===== src/rtl/reaction_round_ctrl.sv =====
// reaction_round_ctrl: reaction-timer round sequencer (foreperiod, reaction timing, round average).
// Define REACTION_FALSE_START_EN to fault a trial on a stop press during the foreperiod.
module reaction_round_ctrl #(
   parameter int TICK_DIV     = 500000,
   parameter int NUM_TRIALS   = 4,
   parameter int MIN_DELAY_CS = 100,
   parameter int TIMEOUT_CS   = 999
) (
   input  logic        clock,
   input  logic        reset,
   input  logic        start_pulse,
   input  logic        stop_pulse,
   input  logic        show_avg,
   input  logic [8:0]  rand_in,
   output logic        led,
   output logic        busy,
   output logic [2:0]  disp_mode,
   output logic [13:0] disp_value,
   output logic [2:0]  trial_idx,
   output logic        result_valid,
   output logic [9:0]  result_cs,
   output logic        avg_valid,
   output logic [9:0]  avg_cs,
   output logic        false_start
);
   localparam int DW = TICK_DIV > 1 ? $clog2(TICK_DIV) : 1;
   localparam int LG = $clog2(NUM_TRIALS);
   typedef enum logic [2:0] {IDLE, ARM, WAIT, REACT, SHOW, FAULT, DONE} state_t;
   state_t state;
   logic [DW-1:0] div;
   logic [9:0] delay_cnt, react_cnt, rec;
   logic [12:0] sum;
   logic timing, tick;
   assign timing = state == WAIT || state == REACT;
   assign tick = timing && div == DW'(TICK_DIV - 1);
   assign rec = stop_pulse ? react_cnt : 10'(TIMEOUT_CS);
   assign busy = state == ARM || timing;
   assign avg_valid = state == DONE;
   always_comb begin
      disp_mode = state == REACT ? 3'd1 :
                  state == SHOW ? 3'd2 :
                  state == DONE ? (show_avg ? 3'd3 : 3'd2) :
                  state == FAULT ? 3'd4 : 3'd0;
      disp_value = state == REACT ? 14'(react_cnt) :
                   state == SHOW ? 14'(result_cs) :
                   state == DONE ? 14'(show_avg ? avg_cs : result_cs) : 14'd0;
   end
`ifndef REACTION_FALSE_START_EN
   assign false_start = 1'b0;
`endif
   always_ff @(posedge clock) begin
      if (!reset) begin
         state <= IDLE;
         div <= '0;
         delay_cnt <= '0;
         react_cnt <= '0;
         sum <= '0;
         led <= 1'b0;
         trial_idx <= '0;
         result_valid <= 1'b0;
         result_cs <= '0;
         avg_cs <= '0;
`ifdef REACTION_FALSE_START_EN
         false_start <= 1'b0;
`endif
      end else begin
         result_valid <= 1'b0;
`ifdef REACTION_FALSE_START_EN
         false_start <= 1'b0;
`endif
         div <= (timing && !tick) ? div + 1'b1 : '0;
         unique case (state)
            IDLE, DONE: if (start_pulse) begin
               state <= ARM;
               sum <= '0;
               trial_idx <= '0;
               avg_cs <= '0;
            end
            ARM: begin
               delay_cnt <= 10'(MIN_DELAY_CS) + 10'(rand_in);
               state <= WAIT;
            end
            WAIT:
`ifdef REACTION_FALSE_START_EN
               if (stop_pulse) begin
                  state <= FAULT;
                  false_start <= 1'b1;
               end else
`endif
               if (tick) begin
                  delay_cnt <= delay_cnt - 10'd1;
                  if (delay_cnt == 10'd1) begin
                     state <= REACT;
                     react_cnt <= '0;
                     led <= 1'b1;
                  end
               end
            REACT:
               if (stop_pulse || (tick && react_cnt == 10'(TIMEOUT_CS - 1))) begin
                  state <= SHOW;
                  led <= 1'b0;
                  result_valid <= 1'b1;
                  result_cs <= rec;
                  sum <= sum + 13'(rec);
               end else if (tick) begin
                  react_cnt <= react_cnt + 10'd1;
               end
            SHOW: if (start_pulse) begin
               if (trial_idx == 3'(NUM_TRIALS - 1)) begin
                  state <= DONE;
                  avg_cs <= 10'(sum >> LG);
               end else begin
                  trial_idx <= trial_idx + 3'd1;
                  state <= ARM;
               end
            end
            FAULT: if (start_pulse) state <= ARM;
            default: state <= IDLE;
         endcase
      end
   end
endmodule

===== config.mk =====
export PLATFORM = sky130hd
export DESIGN_NAME = reaction_round_ctrl
export DESIGN_NICKNAME = d
export VERILOG_FILES = /design/src/rtl/reaction_round_ctrl.sv
export SDC_FILE = /design/constraint.sdc
export NUM_CORES = 1
export LEC_CHECK = 0
export CAP_MARGIN = 10
export CORE_UTILIZATION = 45
export DETAILED_ROUTE_END_ITERATION = 8
export PLACE_DENSITY_LB_ADDON = 0.12
export SLEW_MARGIN = 40
export SYNTH_ARGS = -nofsm -noshare
export SYNTH_HDL_FRONTEND = slang
export SYNTH_SLANG_ARGS = --single-unit

===== constraint.sdc =====
create_clock -name clock -period 4.1 [get_ports clock]
set_clock_uncertainty 0.15 [all_clocks]
set_input_delay 0.82 -clock clock [delete_from_list [all_inputs] [get_ports clock]]
set_output_delay 0.82 -clock clock [all_outputs]
set_load 0.02 [all_outputs]

==> out/qor.yml, run 1 <==
finalSetupViolations: 0
final_nets: 645
maxSlewHeadroom_pct: 45.5
first_pass_iters: 4
gp_congestion: 0.884
p_per_area_nw_per_um2: 393
antenna_left: 0
synth_cells: 560
worstSkewPairLatency_ps: 360
cts_max_path_buffers: 2
min_path_cells: 1
synth-edff-count: 0
p_leak_nw: 1.98
clock-root-buffer: "clkbuf_8"
cts_tree: "built"
start_util_pct: 46.0
tightest_slew_ps: 814
ff2ff_path_depth: 6
wl_per_cell_um: 16.1
drt_iter0_drc: 234
r2r-start: "div[6]"
status: "complete, no violations"
ys_seq_area_share_pct: 35.3
htree_num_levels: 3
num_vias: 4237
worstPathArrival_ps: 2730
final_hold_viol_count: 0
synth_seq_cells: 79
period_share_pct: 90.1
ir_drop_v: 0.000196
drv_cap: 0
rsz0062_at_grt: "false"
use_met2_pct: 39.0
syn_avg_cell_area_um2: 8.00
rows: 36
drc: 0
most-common-layout-cells: "nor2_1, dfxtp_1, clkdlybuf4s50_1"
io_buffers: 53
synthArstFlopShare_pct: 0
final_common_cell: "nor2_1"
grt_pass1_vias: 4069
grt_max_degree: 24
min_path_type: "register to register"
antenna_found_initial: 0
core_um2: 9730
grt_overflow: 0
die_width_um: 102
worstSetupPathType: "register to output port"
nFillCells: 950
dp_hpwl_um: 8680
dieHeight_um: 102
drive_above_1_share_pct: 7.64
grt_util_all_layers_pct: 25.1
max_freq_mhz: 271
grt_pass1_wl_um: 20000
setup_tns_ps: 0
cp.required_ps: 3130
startpoint_type: "register"
numCtsBuffers: 9
gr-usage-met1_pct: 35.0
clock_sinks: 79
finalInstanceArea_um2: 5330
die_area_um2: 10400
synth_ff_type: "dfxtp_1"
hold_buffers: 0
finalCriticalPeriod_ps: 3700
netlist_area_um2: 4480
reg2reg_to: "react_cnt[9]"
cts_resized: 0
regToRegSetupSlack_ps: 1310
grt_use_met3_pct: 4.35
pin_count: 59
routed_wl_um: 12000
area_growth_pct: 18.9
critical_path_peak_fanout: 21
via_per_inst: 5.66
busiest_layer: "met2"
post-cts-setup-buffer-count: 0
dpl_cell_area_um2: 5160
slew_violations: 0
clkTransAtPathRegs_ps: 80
n_antenna_cell: 0
yosys_warnings: 0
cp-end-kind: "output port"
min_from: "div[0]"
synth_cell_types: 67
holdPathEnd: "div[0]"
cell usage after synthesis (7+ instances only):
cell      instances  area (µm²)
xor2_1           13         114
ha_1             18         225
clkbuf_1         18        67.6
nand2b_1         12        75.1
o221a_2           7        78.8
a21oi_1          48         240
a22oi_1          11        82.6
o21ai_0          29         145
nor3_1           10        50.1
inv_1            10        37.5
nand2_1          46         173
dfxtp_1          79        1580
xnor2_1          17         149
nor2_1           82         308
nand3_1          29         145
and3_1           17         106
through the flow:
| stage | setup WS [ps] | total power [mW] | cells | util [%] | hold slack, ps |
|---|---|---|---|---|---|
| 6_report | 404 | 2.09 | 748 | 54.7 | 329 |
| 5_1_grt | 232 | 2.23 | 748 | 54.7 | 371 |
| 4_1_cts | 475 | 2.10 | 748 | 54.7 | 339 |
| 3_5_place_dp | 493 | 1.58 | 734 | 53.0 | 324 |
| 3_3_place_gp | 531 | 1.57 | 734 | 53.0 | 295 |
| 2_1_floorplan | 968 | 1.38 | 564 | - | 280 |
where the power goes:
group          internal (mW)  switching (mW)
registers              0.818          0.0816
logic                  0.260           0.414
clock network          0.246           0.272
how the worst max path moves through the flow:
stage | from | endpoint | slack [ps] | depth (start not counted)
2_1_floorplan | stop_pulse | sum[6] | 970 | 11
3_3_place_gp | show_avg | disp_value[5] | 530 | 5
3_5_place_dp | stop_pulse | sum[6] | 490 | 10
4_1_cts | show_avg | disp_value[2] | 480 | 5
5_1_grt | state[1] | disp_value[4] | 230 | 5
6_report | state[1] | disp_value[3] | 400 | 5
kinds of logic (layout without fill, tap and decap cells):
family | Yosys count | after routing | share of synthesized area, %
AND/OR/NAND/NOR | 241 | 241 | 27.2
other | 1 | 5 | 0.0837
flip-flops | 79 | 79 | 35.3
buffers and inverters | 42 | 93 | 4.19
XOR/XNOR | 30 | 30 | 5.87
AO/OA/AOI/OAI | 142 | 142 | 20.6
multiplexers | 6 | 6 | 1.34
adder cells (fa/ha/maj) | 19 | 19 | 5.48
registers in the layout (all words and copies together) (netlist names):
register	cells
state	3
led	1
div	19
result_cs	10
avg_cs	10
delay_cnt	10
result_valid	1
react_cnt	10
trial_idx	3
sum	12
final cells by class:
cell class | instances | area, µm² | share of cell area (%)
clock buffer | 13 | 159 | 2.98
inverter | 11 | 41.3 | 0.775
timing repair buffer | 68 | 643 | 12.1
sequential | 79 | 1580 | 29.7
clock inverter | 1 | 5.00 | 0.0940
multi-input combinational | 443 | 2730 | 51.3
tap | 133 | 166 | 3.12
routing by layer:
layer	part of all wire (%)	wire length, µm
met1	48	5770
met2	45	5450
met3	5.8	700
met4	0.91	110
met5	0	0
critical path, cell delays in order, from the launching register on:
cell and delay [ps]:
dfxtp_1 750, nand2b_1 280, nor2_1 470, nand2_1 100
o21ai_0 110, clkdlybuf4s50_1 640
(Power assumes the default switching activity.)
==> run 2, diff against run 1 <==
--- a/config.mk
+++ b/config.mk
@@ -8,3 +8,3 @@
 export CAP_MARGIN = 10
-export CORE_UTILIZATION = 45
+export CORE_UTILIZATION = 23
 export DETAILED_ROUTE_END_ITERATION = 8
--- a/constraint.sdc
+++ b/constraint.sdc
@@ -4,2 +4,2 @@
 set_output_delay 0.82 -clock clock [all_outputs]
-set_load 0.02 [all_outputs]
+set_load 0.05 [all_outputs]
==> out/qor.yml, run 2 (same netlist as run 1, synthesis figures left out) <==
cp-end-kind: "output port"  # unchanged
min_path_cells: 1  # unchanged
swShare_pct: 37.0  # was 36.7%
period_share_pct: 88.8  # was 90.1%
pre_cts_ws_ps: 554  # was 493 ps
num_vias: 4243  # was 4,237
cp.required_ps: 3130  # about the same
nFillCells: 2068  # was 950
finalCriticalPeriod_ps: 3640  # was 3700 ps
post-cts-setup-buffer-count: 0  # unchanged
largest_reg_flops: 19  # unchanged
via_per_inst: 4.87  # was 5.66
p_per_area_nw_per_um2: 439  # was 393 nW/µm²
final_nets: 639  # was 645
switching_power_mw: 0.905  # was 0.768 mW
status: "complete, no violations"  # unchanged
cts_tree: "built"  # unchanged
ir_drop_v: 0.000170  # was 0.000196 V
max_freq_mhz: 275  # was 271 MHz
htree_num_levels: 3  # unchanged
drv_cap: 0  # unchanged
clock-root-buffer: "clkbuf_16"  # was clkbuf_8
cts_resized: 0  # unchanged
final_common_cell: "nor2_1"  # unchanged
worstPathArrival_ps: 2670  # was 2730 ps
clkTransAtPathRegs_ps: 60  # was 80 ps
p_total_mw: 2.45  # was 2.09 mW
wl_per_cell_um: 16.2  # was 16.1 µm
die_width_um: 142  # was 102 µm
grt_overflow: 0  # unchanged
antenna_left: 0  # unchanged
die_area_um2: 20000  # was 10,400 µm²
rsz0062_at_grt: "false"  # unchanged
startpoint_type: "register"  # unchanged
grt_max_degree: 49  # was 24
first_pass_iters: 5  # was 4
critical_path_peak_fanout: 14  # was 21
cts_max_path_buffers: 2  # unchanged
slew_violations: 0  # unchanged
power_frac_seq_pct: 36.8  # was 43.0%
clock_sinks: 79  # unchanged
maxSlewHeadroom_pct: 51.0  # was 45.5%
antenna_found_initial: 0  # unchanged
tightest_slew_ps: 735  # was 814 ps
worstSetupPathType: "register to output port"  # unchanged
p_leak_nw: 2.03  # was 1.98 nW
routed_wl_um: 14100  # was 12,000 µm
biggestRegsByFlops: "div: 19 flops, sum: 12 flops"  # unchanged
pwr-share-clk_pct: 33.3  # was 24.8%
worstSkewPairLatency_ps: 350  # was 360 ps
final_hold_viol_count: 0  # unchanged
grt_pass1_wl_um: 22600  # was 20,000 µm
utilization_pct: 29.5  # was 54.7%
area_growth_pct: 24.4  # was 18.9%
rows: 50  # was 36
grt_util_all_layers_pct: 14.7  # was 25.1%
core_um2: 18900  # was 9730 µm²
dieHeight_um: 142  # was 102 µm
n_antenna_cell: 0  # unchanged
fin_ws_ps: 459  # was 404 ps
drc: 0  # unchanged
p_comb_share_pct: 29.9  # was 32.2%
io_buffers: 53  # unchanged
dp_hpwl_um: 10300  # was 8680 µm
worst_hold_slack_ps: 315  # was 329 ps
hold_buffers: 0  # unchanged
setup_tns_ps: 0  # unchanged
numCtsBuffers: 9  # unchanged
largest_register: "div"  # unchanged
ff2ff_path_depth: 6  # unchanged
drt_iter0_drc: 240  # was 234
pin_count: 59  # unchanged
most-common-layout-cells: "nor2_1, dfxtp_1, a21oi_1"  # was nor2_1, dfxtp_1, clkdlybuf4s50_1
start_util_pct: 23.7  # was 46.0%
internal_power_mw: 1.54  # was 1.32 mW
drive_above_1_share_pct: 9.33  # was 7.64%
gp_congestion: 0.810  # was 0.884
finalSetupViolations: 0  # unchanged
min_path_type: "register to register"  # unchanged
grt_pass1_vias: 4049  # was 4,069
-- run 2: cell count changes in the layout (fill, tap and decap cells not counted), moves of 2 or more --
cell,change
buf_4,+3
clkbuf_1,-2
clkbuf_16,+9
clkbuf_8,-11
clkdlybuf4s50_1,-10
clkinvlp_4,+4
-- run 2: worst max-delay path, stage by stage (launching register included) --
cell             delay [ps]
dfxtp_1                 600
nand2_1                 290
inv_1                   280
a21oi_1                 110
nor2b_1                 200
clkdlybuf4s50_1         840
-- run 2: layout make-up --
class / count / area (µm²) / share of cell area (%)
multi-input cells: 443 / 2740 / 49.2
flip-flops and latches: 79 / 1580 / 28.4
repair buffers: 62 / 586 / 10.5
well taps: 260 / 325 / 5.84
clock buffers: 9 / 225 / 4.04
clock inverters: 7 / 73.8 / 1.32
inverters: 11 / 41.3 / 0.741
-- run 2: final timing paths --
path / from / slack, ps / end
worst max-delay path: state[2] / 460 / disp_mode[0]
worst min-delay path: div[0] / 310 / div[0]
worst min register to register: div[0] / 310 / div[0]
worst max register to register: div[6] / 950 / sum[11]
-- run 2: power by group through the flow --
stage | combinational, mW | clock, mW | sequential, mW
floorplan | 0.537 | 0 | 0.894
global placement | 0.739 | 0 | 0.917
detailed placement | 0.736 | 0 | 0.917
CTS | 0.741 | 0.839 | 0.900
global route | 0.820 | 0.875 | 0.911
finish | 0.733 | 0.815 | 0.900
-- run 2: per-layer routing --
| layer | vias to the layer above | track usage [%] | part of all wire (%) |
|---|---|---|---|
| met1 | 2040 | 19.7 | 48 |
| met4 | 0 | 4.58 | 1.4 |
| met3 | 14 | 3.21 | 4.2 |
| met2 | 84 | 23.5 | 46 |
| li1 | 2105 | - | - |
| met5 | - | 0 | 0 |
-- run 2: stage by stage --
step           std cells  instance area (µm²)
6_report             871                 5570
5_1_grt              871                 5570
3_3_place_gp         855                 5260
3_5_place_dp         855                 5260
2_1_floorplan        564                 4490
4_1_cts              871                 5560
==> run 3, diff against run 2 <==
MAX_ROUTING_LAYER = met4   (was default)
==> out/qor.yml, run 3 (same netlist as run 1, synthesis figures left out) <==
status: "complete, no violations"  # unchanged
grt_max_degree: 49  # unchanged
n_antenna_cell: 0  # unchanged
swShare_pct: 36.9  # was 37.0%
cp.required_ps: 3130  # about the same
die_width_um: 142  # unchanged
ir_drop_v: 0.000171  # was 0.000170 V
final_nets: 639  # unchanged
p_per_area_nw_per_um2: 439  # about the same
max_freq_mhz: 274  # was 275 MHz
cts_resized: 0  # unchanged
cts_tree: "built"  # unchanged
startpoint_type: "register"  # unchanged
slew_violations: 0  # unchanged
tightest_slew_ps: 729  # was 735 ps
hold_buffers: 0  # unchanged
holdPathEnd: "div[0]"  # unchanged
antenna_left: 0  # unchanged
ff2ff_path_depth: 6  # unchanged
finalCriticalPeriod_ps: 3650  # was 3640 ps
placed_cells: 855  # unchanged
reg2reg_to: "sum[11]"  # unchanged
worstSkewPairLatency_ps: 350  # about the same
largest_register: "div"  # unchanged
rsz0062_at_grt: "false"  # unchanged
multiInputGateArea_um2: 2740  # unchanged
drv_cap: 0  # unchanged
critPathTopFamily: "buffers and inverters"  # unchanged
register_area_um2: 1580  # unchanged
internal_power_mw: 1.54  # about the same
maxSlewHeadroom_pct: 51.4  # was 51.0%
die_area_um2: 20000  # unchanged
cp_num_buf_inv: 2  # unchanged
slowest_delay_ps: 840  # about the same
core_um2: 18900  # unchanged
switching_power_mw: 0.904  # was 0.905 mW
finalInstanceArea_um2: 5570  # unchanged
grt_pass1_wl_um: 22600  # about the same
power_frac_seq_pct: 36.8  # about the same
period_share_pct: 88.9  # was 88.8%
pwr-share-clk_pct: 33.3  # about the same
clkTransAtPathRegs_ps: 60  # about the same
worstPathArrival_ps: 2680  # was 2670 ps
nFillCells: 2068  # unchanged
drc: 0  # unchanged
worst_hold_slack_ps: 315  # about the same
wl_per_cell_um: 16.2  # about the same
numCtsBuffers: 9  # unchanged
drive_above_1_share_pct: 9.33  # unchanged
most-common-layout-cells: "nor2_1, dfxtp_1, a21oi_1"  # unchanged
drt_iter0_drc: 242  # was 240
io_buffers: 53  # unchanged
clock-root-buffer: "clkbuf_16"  # unchanged
dpl_cell_area_um2: 5260  # unchanged
p_leak_nw: 2.03  # unchanged
final_cells: 871  # unchanged
routed_wl_um: 14100  # about the same
finalSetupViolations: 0  # unchanged
biggestRegsByFlops: "div: 19 flops, sum: 12 flops"  # unchanged
grt_overflow: 0  # unchanged
dieHeight_um: 142  # unchanged
area_growth_pct: 24.4  # unchanged
crit_chain: "nand2_1 -> inv_1 -> a21oi_1 -> nor2b_1 -> clkdlybuf4s50_1"  # unchanged
regToRegSetupSlack_ps: 960  # was 950 ps
cp-end-kind: "output port"  # unchanged
cts_max_path_buffers: 2  # unchanged
grt_pass1_vias: 4052  # was 4,049
clock_sinks: 79  # unchanged
rows: 50  # unchanged
grt_util_all_layers_pct: 15.2  # was 14.7%
min_from: "div[0]"  # unchanged
r2r-start: "div[6]"  # unchanged
min_path_type: "register to register"  # unchanged
start_util_pct: 23.7  # unchanged
dp_hpwl_um: 10300  # unchanged
pin_count: 59  # unchanged
first_pass_iters: 4  # was 5
gp_congestion: 0.822  # was 0.810
largest_reg_flops: 19  # unchanged
post-cts-setup-buffer-count: 0  # unchanged
num_vias: 4216  # was 4,243
antenna_found_initial: 0  # unchanged
final_hold_viol_count: 0  # unchanged
via_per_inst: 4.84  # was 4.87
p_total_mw: 2.45  # about the same
worst_path_max_delay_cell: "clkdlybuf4s50_1"  # unchanged
setup_tns_ps: 0  # unchanged
p_comb_share_pct: 30.0  # was 29.9%
min_path_cells: 1  # unchanged
critical_path_peak_fanout: 14  # unchanged
final_common_cell: "nor2_1"  # unchanged
htree_num_levels: 3  # unchanged
worstSetupPathType: "register to output port"  # unchanged
-- run 3: cell counts in the layout (fill, tap and decap cells not counted) --
No cell type changed its count.
-- run 3: layout make-up --
type	count	area share (%)
Inverter	11	0.741
Timing Repair Buffer	62	10.5
Clock buffer	9	4.04
Tap cell	260	5.84
Sequential cell	79	28.4
Clock inverter	7	1.32
Multi-Input combinational cell	443	49.2
-- run 3: worst max path at each step --
stage	from	endpoint	slack, ps	depth (start not counted)
2_1_floorplan	state[2]	disp_value[5]	840	6
3_3_place_gp	show_avg	disp_mode[0]	530	4
3_5_place_dp	show_avg	disp_mode[0]	550	4
4_1_cts	state[2]	disp_mode[0]	410	5
5_1_grt	state[2]	disp_mode[0]	260	5
6_report	state[2]	disp_mode[0]	450	5
-- run 3: worst reg2reg max path, stage by stage (launching register included) --
cell	delay, ps
dfxtp_1	350
or4b_4	560
nor4_4	560
a31oi_2	280
nand2b_1	570
a211oi_1	410
mux2i_1	210
-- run 3: through the flow --
| step | worst slack (ps) | utilization, % |
|---|---|---|
| CTS | 413 | 29.4 |
| finish | 454 | 29.5 |
| global route | 260 | 29.5 |
| global placement | 525 | 27.8 |
| detailed placement | 554 | 27.9 |
| floorplan | 837 | - |
-- run 3: routing by layer --
| layer | global-route usage, % | vias up | routed length (µm) |
|---|---|---|---|
| li1 | - | 2108 | - |
| met2 | 23.5 | 73 | 6470 |
| met5 | - | - | 0 |
| met1 | 19.8 | 2018 | 6910 |
| met4 | 4.58 | 0 | 217 |
| met3 | 3.10 | 17 | 497 |
-- run 3: power groups by stage --
| stage | Combinational [mW] | Clock [mW] | Sequential, mW |
|---|---|---|---|
| 6_report | 0.733 | 0.814 | 0.900 |
| 3_3_place_gp | 0.739 | 0 | 0.917 |
| 2_1_floorplan | 0.537 | 0 | 0.894 |
| 3_5_place_dp | 0.736 | 0 | 0.917 |
| 4_1_cts | 0.741 | 0.839 | 0.900 |
| 5_1_grt | 0.820 | 0.875 | 0.911 |
